<file path="config.mk">
export PLATFORM = sky130hd
export DESIGN_NAME = control_fsm
export DESIGN_NICKNAME = d
export VERILOG_FILES = /design/src/rtl/cpu_pkg.sv /design/src/rtl/instr_decoder.sv /design/src/rtl/control_fsm.sv
export SDC_FILE = /design/constraint.sdc
export NUM_CORES = 1
export LEC_CHECK = 0
export CORE_MARGIN = 2
export CORE_UTILIZATION = 30
export DETAILED_ROUTE_END_ITERATION = 6
export HOLD_SLACK_MARGIN = 0.03
export SYNTH_ARGS = -nofsm -noshare
export SYNTH_HDL_FRONTEND = slang
export SYNTH_SLANG_ARGS = --single-unit
</file>
<file path="constraint.sdc">
create_clock -name clk -period 16.97 [get_ports clk]
set_input_delay 4.2425 -clock clk [delete_from_list [all_inputs] [get_ports clk]]
set_output_delay 4.2425 -clock clk [all_outputs]
set_load 0.1 [all_outputs]
</file>
<file path="src/rtl/cpu_pkg.sv">
// Shared encodings for the control FSM: state codes, instruction opcodes
// and ALU function selects.
package cpu_pkg;

  typedef enum logic [2:0] {
    ST_FETCH  = 3'd0,
    ST_DECODE = 3'd1,
    ST_EXEC   = 3'd2,
    ST_MEM    = 3'd3,
    ST_WB     = 3'd4,
    ST_HALT   = 3'd5
  } state_t;

  localparam logic [5:0] OP_NOP = 6'd0;
  localparam logic [5:0] OP_ADD = 6'd1;
  localparam logic [5:0] OP_SUB = 6'd2;
  localparam logic [5:0] OP_MUL = 6'd3;
  localparam logic [5:0] OP_AND = 6'd4;
  localparam logic [5:0] OP_OR  = 6'd5;
  localparam logic [5:0] OP_JMP = 6'd6;
  localparam logic [5:0] OP_LUI = 6'd7;
  localparam logic [5:0] OP_LLI = 6'd8;
  localparam logic [5:0] OP_CMP = 6'd10;
  localparam logic [5:0] OP_JEQ = 6'd11;
  localparam logic [5:0] OP_LOD = 6'd12;
  localparam logic [5:0] OP_STR = 6'd13;
  localparam logic [5:0] OP_HLT = 6'd63;

  localparam logic [3:0] ALU_NOP = 4'd0;
  localparam logic [3:0] ALU_ADD = 4'd1;
  localparam logic [3:0] ALU_SUB = 4'd2;
  localparam logic [3:0] ALU_MUL = 4'd3;
  localparam logic [3:0] ALU_AND = 4'd4;
  localparam logic [3:0] ALU_OR  = 4'd5;

endpackage

</file>
<file path="src/rtl/instr_decoder.sv">
// Combinational opcode-to-control-field table. Register selects are already
// resolved per instruction class so the FSM only has to time them.
module instr_decoder
  import cpu_pkg::*;
#(
  parameter int DATA_W = 32,
  parameter int REG_AW = 5,
  parameter int PC_W   = 26
) (
  input  logic [DATA_W-1:0] instruction,
  output logic [3:0]        alu_op,
  output logic [REG_AW-1:0] src1,
  output logic [REG_AW-1:0] src2,
  output logic [REG_AW-1:0] dest,
  output logic              imm,
  output logic [DATA_W-1:0] imm_val,
  output logic [PC_W-1:0]   target,
  output logic              reg_write,
  output logic              is_jump,
  output logic              is_cond,
  output logic              is_load,
  output logic              is_store,
  output logic              is_halt,
  output logic              illegal
);

  logic [5:0]        opcode;
  logic [REG_AW-1:0] rs;
  logic [REG_AW-1:0] rt;
  logic [REG_AW-1:0] rd;

  assign opcode = instruction[DATA_W-1 -: 6];
  assign rs     = instruction[21 +: REG_AW];
  assign rt     = instruction[16 +: REG_AW];
  assign rd     = instruction[11 +: REG_AW];
  assign target = instruction[PC_W-1:0];

  // Opcode lookup; anything not listed is flagged illegal and otherwise acts as NOP.
  always_comb begin
    alu_op    = ALU_NOP;
    src1      = '0;
    src2      = '0;
    dest      = '0;
    imm       = 1'b0;
    imm_val   = '0;
    reg_write = 1'b0;
    is_jump   = 1'b0;
    is_cond   = 1'b0;
    is_load   = 1'b0;
    is_store  = 1'b0;
    is_halt   = 1'b0;
    illegal   = 1'b0;
    case (opcode)
      OP_NOP: ;
      OP_ADD, OP_SUB, OP_MUL, OP_AND, OP_OR: begin
        // The ALU function codes coincide with these opcodes.
        alu_op    = opcode[3:0];
        src1      = rs;
        src2      = rt;
        dest      = rd;
        reg_write = 1'b1;
      end
      OP_LUI: begin
        dest      = rs;
        imm       = 1'b1;
        imm_val   = {instruction[15:0], {(DATA_W-16){1'b0}}};
        reg_write = 1'b1;
      end
      OP_LLI: begin
        alu_op    = ALU_OR;
        src2      = rs;
        dest      = rs;
        imm       = 1'b1;
        imm_val   = {{(DATA_W-16){1'b0}}, instruction[15:0]};
        reg_write = 1'b1;
      end
      OP_CMP: begin
        alu_op = ALU_SUB;
        src1   = rs;
        src2   = rt;
      end
      OP_JMP: is_jump = 1'b1;
      OP_JEQ: begin
        is_jump = 1'b1;
        is_cond = 1'b1;
      end
      OP_LOD: begin
        src1      = rt;
        dest      = rs;
        is_load   = 1'b1;
        reg_write = 1'b1;
      end
      OP_STR: begin
        src1     = rt;
        src2     = rs;
        is_store = 1'b1;
      end
      OP_HLT: is_halt = 1'b1;
      default: illegal = 1'b1;
    endcase
  end

endmodule

</file>
<file path="src/rtl/control_fsm.sv">
// Multi-cycle instruction sequencer: FETCH -> DECODE -> EXEC -> (MEM) -> (WB).
// Outputs are registered from the next state so each strobe lines up with
// the state it belongs to; only the JEQ condition is applied live in EXEC.
module control_fsm
  import cpu_pkg::*;
#(
  parameter int DATA_W      = 32,
  parameter int REG_AW      = 5,
  parameter int PC_W        = 26,
  parameter int FLAG_W      = 8,
  parameter int MEM_TIMEOUT = 15
) (
  input  logic              clk,
  input  logic              rst,
  input  logic [DATA_W-1:0] instruction,
  input  logic              instr_valid,
  input  logic [FLAG_W-1:0] status_reg,
  input  logic              mem_ready,
  output logic              fetch_req,
  output logic [3:0]        alu_op,
  output logic [REG_AW-1:0] alu_src1,
  output logic [REG_AW-1:0] alu_src2,
  output logic [REG_AW-1:0] alu_dest,
  output logic              reg_write_enable,
  output logic              imm,
  output logic              load_pc,
  output logic              mem_rd,
  output logic              mem_wr,
  output logic              mem_data_in,
  output logic [DATA_W-1:0] imm_val,
  output logic [PC_W-1:0]   load_pc_val,
  output logic [2:0]        state,
  output logic              halted,
  output logic              illegal,
  output logic              mem_err
);

  // Counter holds 0..MEM_TIMEOUT-1; the last value is the final allowed MEM cycle.
  localparam int CNT_W = (MEM_TIMEOUT < 2) ? 1 : $clog2(MEM_TIMEOUT);
  localparam logic [CNT_W-1:0] CNT_LAST = CNT_W'(MEM_TIMEOUT - 1);

  state_t            state_reg, state_next;
  logic [DATA_W-1:0] ir_reg;
  logic [CNT_W-1:0]  wait_cnt_reg, wait_cnt_next;
  logic              mem_timeout;
  logic              illegal_reg, mem_err_reg;

  // Decoder outputs and their registered copies captured in DECODE.
  logic [3:0]        dec_alu_op, ctl_alu_op_reg, sel_alu_op;
  logic [REG_AW-1:0] dec_src1, ctl_src1_reg, sel_src1;
  logic [REG_AW-1:0] dec_src2, ctl_src2_reg, sel_src2;
  logic [REG_AW-1:0] dec_dest, ctl_dest_reg, sel_dest;
  logic              dec_imm, ctl_imm_reg, sel_imm;
  logic [DATA_W-1:0] dec_imm_val, ctl_imm_val_reg, sel_imm_val;
  logic [PC_W-1:0]   dec_target, ctl_target_reg, sel_target;
  logic              dec_reg_write, ctl_reg_write_reg;
  logic              dec_is_jump, ctl_is_jump_reg, sel_is_jump;
  logic              dec_is_cond, ctl_is_cond_reg;
  logic              dec_is_load, ctl_is_load_reg, sel_is_load;
  logic              dec_is_store, ctl_is_store_reg, sel_is_store;
  logic              dec_is_halt, ctl_is_halt_reg;
  logic              dec_illegal;
  logic              use_dec;

  // Registered output copies.
  logic              fetch_req_reg, fetch_req_next;
  logic [3:0]        alu_op_reg, alu_op_next;
  logic [REG_AW-1:0] alu_src1_reg, alu_src1_next;
  logic [REG_AW-1:0] alu_src2_reg, alu_src2_next;
  logic [REG_AW-1:0] alu_dest_reg, alu_dest_next;
  logic              rwe_reg, rwe_next;
  logic              imm_reg, imm_next;
  logic [DATA_W-1:0] imm_val_reg, imm_val_next;
  logic              load_pc_arm_reg, load_pc_arm_next;
  logic [PC_W-1:0]   load_pc_val_reg, load_pc_val_next;
  logic              mem_rd_reg, mem_rd_next;
  logic              mem_wr_reg, mem_wr_next;
  logic              mem_data_in_reg, mem_data_in_next;
  logic              halted_reg, halted_next;

  logic              unused_flags;
  assign unused_flags = ^status_reg[FLAG_W-1:1];

  instr_decoder #(
    .DATA_W (DATA_W),
    .REG_AW (REG_AW),
    .PC_W   (PC_W)
  ) u_decoder (
    .instruction (ir_reg),
    .alu_op      (dec_alu_op),
    .src1        (dec_src1),
    .src2        (dec_src2),
    .dest        (dec_dest),
    .imm         (dec_imm),
    .imm_val     (dec_imm_val),
    .target      (dec_target),
    .reg_write   (dec_reg_write),
    .is_jump     (dec_is_jump),
    .is_cond     (dec_is_cond),
    .is_load     (dec_is_load),
    .is_store    (dec_is_store),
    .is_halt     (dec_is_halt),
    .illegal     (dec_illegal)
  );

  // While decoding, the control fields are not registered yet, so outputs
  // for the upcoming EXEC cycle come straight from the decoder.
  assign use_dec      = (state_reg == ST_DECODE);
  assign sel_alu_op   = use_dec ? dec_alu_op   : ctl_alu_op_reg;
  assign sel_src1     = use_dec ? dec_src1     : ctl_src1_reg;
  assign sel_src2     = use_dec ? dec_src2     : ctl_src2_reg;
  assign sel_dest     = use_dec ? dec_dest     : ctl_dest_reg;
  assign sel_imm      = use_dec ? dec_imm      : ctl_imm_reg;
  assign sel_imm_val  = use_dec ? dec_imm_val  : ctl_imm_val_reg;
  assign sel_target   = use_dec ? dec_target   : ctl_target_reg;
  assign sel_is_jump  = use_dec ? dec_is_jump  : ctl_is_jump_reg;
  assign sel_is_load  = use_dec ? dec_is_load  : ctl_is_load_reg;
  assign sel_is_store = use_dec ? dec_is_store : ctl_is_store_reg;

  // State register.
  always_ff @(posedge clk or posedge rst) begin
    if (rst) state_reg <= ST_FETCH;
    else     state_reg <= state_next;
  end

  // Next-state, memory wait counting and next-cycle output values.
  always_comb begin
    state_next    = state_reg;
    wait_cnt_next = '0;
    mem_timeout   = 1'b0;
    case (state_reg)
      ST_FETCH:  if (instr_valid) state_next = ST_DECODE;
      ST_DECODE: state_next = ST_EXEC;
      ST_EXEC: begin
        if (ctl_is_halt_reg)                        state_next = ST_HALT;
        else if (ctl_is_load_reg || ctl_is_store_reg) state_next = ST_MEM;
        else if (ctl_reg_write_reg)                 state_next = ST_WB;
        else                                        state_next = ST_FETCH;
      end
      ST_MEM: begin
        // A ready arriving on the last allowed cycle still wins over the timeout.
        if (mem_ready) begin
          state_next = ctl_is_load_reg ? ST_WB : ST_FETCH;
        end else if (wait_cnt_reg == CNT_LAST) begin
          state_next  = ST_FETCH;
          mem_timeout = 1'b1;
        end else begin
          wait_cnt_next = wait_cnt_reg + 1'b1;
        end
      end
      ST_WB:   state_next = ST_FETCH;
      ST_HALT: state_next = ST_HALT;
      default: state_next = ST_FETCH;
    endcase

    fetch_req_next   = 1'b0;
    alu_op_next      = ALU_NOP;
    alu_src1_next    = '0;
    alu_src2_next    = '0;
    alu_dest_next    = '0;
    rwe_next         = 1'b0;
    imm_next         = 1'b0;
    imm_val_next     = '0;
    load_pc_arm_next = 1'b0;
    load_pc_val_next = '0;
    mem_rd_next      = 1'b0;
    mem_wr_next      = 1'b0;
    mem_data_in_next = 1'b0;
    halted_next      = 1'b0;
    case (state_next)
      ST_FETCH: fetch_req_next = 1'b1;
      ST_EXEC, ST_MEM, ST_WB: begin
        alu_op_next   = sel_alu_op;
        alu_src1_next = sel_src1;
        alu_src2_next = sel_src2;
        alu_dest_next = sel_dest;
        imm_next      = sel_imm;
        imm_val_next  = sel_imm_val;
        if (state_next == ST_EXEC && sel_is_jump) begin
          load_pc_arm_next = 1'b1;
          load_pc_val_next = sel_target;
        end
        if (state_next == ST_MEM) begin
          mem_rd_next      = sel_is_load;
          mem_data_in_next = sel_is_load;
          mem_wr_next      = sel_is_store;
        end
        if (state_next == ST_WB) rwe_next = 1'b1;
      end
      ST_HALT: halted_next = 1'b1;
      default: ;
    endcase
  end

  // IR, control fields, wait counter, sticky flags and registered outputs.
  always_ff @(posedge clk or posedge rst) begin
    if (rst) begin
      ir_reg            <= '0;
      ctl_alu_op_reg    <= ALU_NOP;
      ctl_src1_reg      <= '0;
      ctl_src2_reg      <= '0;
      ctl_dest_reg      <= '0;
      ctl_imm_reg       <= 1'b0;
      ctl_imm_val_reg   <= '0;
      ctl_target_reg    <= '0;
      ctl_reg_write_reg <= 1'b0;
      ctl_is_jump_reg   <= 1'b0;
      ctl_is_cond_reg   <= 1'b0;
      ctl_is_load_reg   <= 1'b0;
      ctl_is_store_reg  <= 1'b0;
      ctl_is_halt_reg   <= 1'b0;
      wait_cnt_reg      <= '0;
      illegal_reg       <= 1'b0;
      mem_err_reg       <= 1'b0;
      fetch_req_reg     <= 1'b1;
      alu_op_reg        <= ALU_NOP;
      alu_src1_reg      <= '0;
      alu_src2_reg      <= '0;
      alu_dest_reg      <= '0;
      rwe_reg           <= 1'b0;
      imm_reg           <= 1'b0;
      imm_val_reg       <= '0;
      load_pc_arm_reg   <= 1'b0;
      load_pc_val_reg   <= '0;
      mem_rd_reg        <= 1'b0;
      mem_wr_reg        <= 1'b0;
      mem_data_in_reg   <= 1'b0;
      halted_reg        <= 1'b0;
    end else begin
      if (state_reg == ST_FETCH && instr_valid) ir_reg <= instruction;
      if (use_dec) begin
        ctl_alu_op_reg    <= dec_alu_op;
        ctl_src1_reg      <= dec_src1;
        ctl_src2_reg      <= dec_src2;
        ctl_dest_reg      <= dec_dest;
        ctl_imm_reg       <= dec_imm;
        ctl_imm_val_reg   <= dec_imm_val;
        ctl_target_reg    <= dec_target;
        ctl_reg_write_reg <= dec_reg_write;
        ctl_is_jump_reg   <= dec_is_jump;
        ctl_is_cond_reg   <= dec_is_cond;
        ctl_is_load_reg   <= dec_is_load;
        ctl_is_store_reg  <= dec_is_store;
        ctl_is_halt_reg   <= dec_is_halt;
        if (dec_illegal) illegal_reg <= 1'b1;
      end
      wait_cnt_reg <= wait_cnt_next;
      if (mem_timeout) mem_err_reg <= 1'b1;
      fetch_req_reg   <= fetch_req_next;
      alu_op_reg      <= alu_op_next;
      alu_src1_reg    <= alu_src1_next;
      alu_src2_reg    <= alu_src2_next;
      alu_dest_reg    <= alu_dest_next;
      rwe_reg         <= rwe_next;
      imm_reg         <= imm_next;
      imm_val_reg     <= imm_val_next;
      load_pc_arm_reg <= load_pc_arm_next;
      load_pc_val_reg <= load_pc_val_next;
      mem_rd_reg      <= mem_rd_next;
      mem_wr_reg      <= mem_wr_next;
      mem_data_in_reg <= mem_data_in_next;
      halted_reg      <= halted_next;
    end
  end

  assign fetch_req        = fetch_req_reg;
  assign alu_op           = alu_op_reg;
  assign alu_src1         = alu_src1_reg;
  assign alu_src2         = alu_src2_reg;
  assign alu_dest         = alu_dest_reg;
  assign reg_write_enable = rwe_reg;
  assign imm              = imm_reg;
  assign imm_val          = imm_val_reg;
  // JEQ looks at the equal flag as it stands during EXEC itself.
  assign load_pc          = load_pc_arm_reg & (~ctl_is_cond_reg | status_reg[0]);
  assign load_pc_val      = load_pc_val_reg;
  assign mem_rd           = mem_rd_reg;
  assign mem_wr           = mem_wr_reg;
  assign mem_data_in      = mem_data_in_reg;
  assign state            = state_reg;
  assign halted           = halted_reg;
  assign illegal          = illegal_reg;
  assign mem_err          = mem_err_reg;

endmodule

</file>
After elaboration in Yosys (flattened, before gate mapping)
Index checks and enable logic that the tools add are counted.

$add $sub $neg: 1. Muxes and demuxes: 54. Reduce and logical (&&, ||, !) cells: 17. Eq/ne operators: 22. Bitwise gates (word level): 4.

Operators by type and width (count): 26-bit 2-to-1 mux (3); 32-bit 2-to-1 mux (2); 32-bit case mux with 2 select lines (1); 6-bit by 4-bit equality test with 1-bit output, second input constant (5); 5-bit 2-to-1 mux (6); 5-bit case mux with 2 select lines (3); 1-bit 2-to-1 mux (25); 6-bit by 3-bit equality test with 1-bit output, second input constant (4); 3-bit 2-to-1 mux (7); 4-bit 2-to-1 mux (5); 3-bit case mux with 5 select lines (1); 14-bit OR reduction (1); 3-bit by 2-bit equality test with 1-bit output, second input constant (4); 6-bit by 2-bit equality test with 1-bit output, second input constant (2); 4-bit case mux with 3 select lines (1); 3-bit equality test, second input constant (3); 2-bit OR reduction (4); 8-bit OR reduction (1); 6-bit by 1-bit equality test with 1-bit output, second input constant (1); 6-bit equality test, second input constant (1); 3-bit zero test (2); 6-bit zero test (1); 3-bit OR reduction (2); 6-bit OR reduction (1); 10 further kinds (12).

Input bits: 44. Output and inout bits: 90. Register bits: 209.

Depth between registers and ports, before layout
Depth in word-level cells: 8. Gate-level depth with buffers: 7.

Hierarchy
From an unflattened synthesis, not the netlist that was laid out.

Cells, all modules: 549. Area, all modules: 7523.5 µm².

By module, submodules not included: control_fsm (times used 1, area each 6618.8 µm², cells an instance 425); instr_decoder (times used 1, area each 904.6 µm², cells an instance 124).

Worst setup path after synthesis
Ideal clock, no wire load.

Path type: input to output. Start: input status_reg[0]. End: output load_pc. Data required time: 12.727 ns. Buffers on the path: 0. Arrival time: 6.449 ns. Stages on the path: 2. Path slack: 6.279 ns. Cell sequence: inv_1 a21boi_0.

Cells in the longest elaborated chain, start to end: 2.

RTL lines: start: declaration (line control_fsm.sv:17) `input logic [FLAG_W-1:0] status_reg,`; 1-bit bitwise OR (line control_fsm.sv:275) `assign load_pc = load_pc_arm_reg & (~ctl_is_cond_reg | status_reg[0]);`; 1-bit bitwise AND (line control_fsm.sv:275); end: declaration (line control_fsm.sv:26) `output logic load_pc,`.

No other way between the ends.

Final worst setup path
Ends and elaborated chain as after synthesis.

==> results.py <==
metrics = {
    "floorplan": {
        "rows": 60,
        "dieHeight_um": 168.0,
        "initial_utilization_pct": 30.26,
        "die_area_mm2": 0.02821,
        "io_pins": 134,
        "die_x_um": 168.0,
        "coreArea_mm2": 0.02665,
    },
    "grt": {
        "met2_usage_pct": 21.92,
        "use_met1_pct": 20.64,
        "grt_overflow": 0,
        "antenna_found_initial": 0,
        "grt_max_degree": 142,
        "grt_pass1_vias": 5560,
        "grt_usage_pct": 14.23,
        "grt_pass1_wl_mm": 31.88,
        "gr-usage-met3_pct": 2.774,
        "grt.busiest_layer": "met2",
    },
    "finish": {
        "final_cell_mix": "207 x dfrtp_1, 126 x clkdlybuf4s50_1, 67 x nand2_1, 30 x mux2_2, 25 x clkbuf_16",
        "layout.nets": 795,
        "antennaDiodeCount": 0,
        "final_cells": 1108,
        "layout_commonest_cell": "dfrtp_1",
        "syn_to_final_growth_pct": 29.12,
        "fillers": 2539,
        "drive_above_1_share_pct": 14.47,
    },
    "setup_path": {
        "endpoint_kind": "primary output",
        "reg2reg_slack_ns": 14.38,
        "cp.arrival_ns": 6.10,
        "r2r-start": "state[1]$_DFF_PP0_",
        "cp_data_required_time_ns": 12.73,
        "reg2reg_depth": 5,
        "timing.rr.end": "load_pc_val[21]$_DFF_PP0_",
        "crit_fanout": 1,
        "crit_type": "in -> out",
        "start_kind": "input pin",
    },
    "cts": {
        "post-cts-setup-buffers": 0,
        "holdBufCountCts": 0,
        "cts_buffers": 24,
        "cts_resized": 0,
        "cts_sinks": 208,
        "root_buffer": "clkbuf_16",
        "htree_num_levels": 1,
        "path_clk_slew_ns": 0.06,
        "cts_tree": "yes",
        "worstSkewPairLatency_ns": 0.51,
        "cts_buffer_depth": 3,
    },
    "sta": {
        "fin_crit_sh_pct": 60.94,
        "setup_viol": 0,
        "rsz0062_at_grt": "false",
        "fin_tns_setup_ns": 0,
        "slew-limit-headroom_pct": 27.99,
        "drv_slew": 0,
        "fin_crit_ns": 10.34,
        "clock_skew_ns": 0.01022,
        "setup_slack_ns": 6.628,
        "fmax_mhz": 96.70,
        "hold_viol_final": 0,
        "worst_pin_slew_ns": 1.077,
    },
    "drt": {
        "drc": 0,
        "routed_wl_mm": 19.81,
        "wl_per_cell_um": 17.88,
        "vias": 5324,
        "via_per_inst": 4.805,
        "drt_iter0_markers": 369,
        "drtPass1Iterations": 4,
        "final_antenna_net_count": 0,
    },
    "synth": {
        "ys_seq_elements": 208,
        "syn_inst": 630,
        "avgSynthCellArea_um2": 12.80,
        "synth_flop_cell": "dfrtp_1",
        "synth_edf_count": 0,
        "synthesis.nets": 676,
        "synth_async_sr_flop_share_pct": 100.0,
        "mappedNetlistArea_mm2": 0.008065,
        "ys_types": 72,
        "ys_warn_count": 0,
        "yosysSeqAreaShare_pct": 64.55,
    },
    "pwr": {
        "powerDensity_mw_per_mm2": 101.0,
        "ir_worst_vdd_v": 0.00005827,
        "p_leak_nw": 4.731,
        "p_total_mw": 1.052,
    },
    "worst_hold_path": {
        "hold_path_startpoint": "ctl_imm_val_reg[11]$_DFF_PP0_",
        "hold_end": "ctl_imm_val_reg[11]$_DFF_PP0_",
        "hp-class": "reg -> reg",
        "whs_path_depth": 2,
    },
    "place": {
        "dp_hpwl_mm": 12.10,
        "numPortBuffers": 126,
        "gp_congestion": 0.7491,
        "place_ws_ns": 6.657,
        "post-place-cells": 1064,
    },
    "status": {
        "status": "finished clean",
    },
    "run": {
        "maxCapViolCount": 0,
    },
}
[cells by family after synthesis]
logic type | Yosys count | share of synthesized area, %
AOI/OAI and AO/OA | 171 | 16.29
muxes | 32 | 4.437
xor gates and xnor gates | 3 | 0.3258
DFF | 208 | 64.55
adders and majority gates | 2 | 0.3102
and+or+nand+nor | 161 | 10.67
buffers and inverters | 53 | 3.413
[per-stage QoR]
stage	util (%)	instance area (um^2)	hold WS, ns
2_1_floorplan	-	8065	0.4356
3_3_place_gp	36.11	9623	0.4467
3_5_place_dp	36.11	9623	0.4540
4_1_cts	39.08	10410	0.4674
5_1_grt	39.08	10410	0.4736
6_report	39.08	10410	0.4634
[worst max-delay path, stage by stage]
cell,delay [ns]
clkdlybuf4s50_1,0.46
inv_1,0.04
a21boi_0,0.19
clkdlybuf4s50_1,1.17
[routing by layer]
metal,up-vias,part of all wire [%]
li1,2470,-
met4,0,2.0
met2,140,45
met5,-,0
met1,2680,47
met3,34,5.6
[report_power, final]
group | internal, mW | leakage (nW) | switching (mW)
Combinational | 0.0137 | 1.49 | 0.0195
Clock | 0.308 | 0.387 | 0.205
Sequential | 0.500 | 2.85 | 0.00547
[synthesized netlist by cell type (all sizes together) (2+ instances only)]
cell | count | area share (%)
a22o | 24 | 2.7
a221oi | 6 | 0.73
o2111ai | 4 | 0.43
clkbuf | 13 | 0.62
a21boi | 39 | 3.8
and2 | 25 | 1.9
nor4 | 2 | 0.23
nand3 | 3 | 0.19
dfrtp | 207 | 64
buf | 29 | 2.3
o31ai | 3 | 0.40
or3 | 2 | 0.22
a21o | 17 | 1.6
nor2 | 19 | 1.0
mux2 | 30 | 4.2
a31oi | 6 | 0.65
xor2 | 2 | 0.22
or2 | 3 | 0.26
or3b | 5 | 0.57
a22oi | 21 | 2.0
nand4b | 2 | 0.22
nor3 | 7 | 0.50
mux2i | 2 | 0.25
nor4b | 2 | 0.29
o21ai | 11 | 0.78
o22ai | 2 | 0.16
o211ai | 7 | 0.71
inv | 11 | 0.51
nand2b | 5 | 0.39
nand2 | 67 | 3.1
ha | 2 | 0.31
a21oi | 23 | 1.5
nor2b | 14 | 1.1
a31o | 2 | 0.22
[worst max path at each step]
stage | endpoint | slack, ns | from
2_1_floorplan | load_pc | 6.28 | status_reg[0]
3_3_place_gp | load_pc | 6.68 | status_reg[0]
3_5_place_dp | load_pc | 6.66 | status_reg[0]
4_1_cts | load_pc | 6.64 | status_reg[0]
5_1_grt | load_pc | 6.63 | status_reg[0]
6_report | load_pc | 6.63 | status_reg[0]
[cell type report]
class / instances / area (um^2) / share of cell area, %
tap: 341 / 426.7 / 4.097
sequential: 208 / 5206 / 49.99
timing repair buffer: 135 / 1329 / 12.76
inverter: 11 / 48.80 / 0.4686
clock buffer: 37 / 720.7 / 6.921
multi-input combinational: 369 / 2613 / 25.09
clock inverter: 7 / 70.07 / 0.6728
No activity file was read; power rests on OpenSTA's default activity.
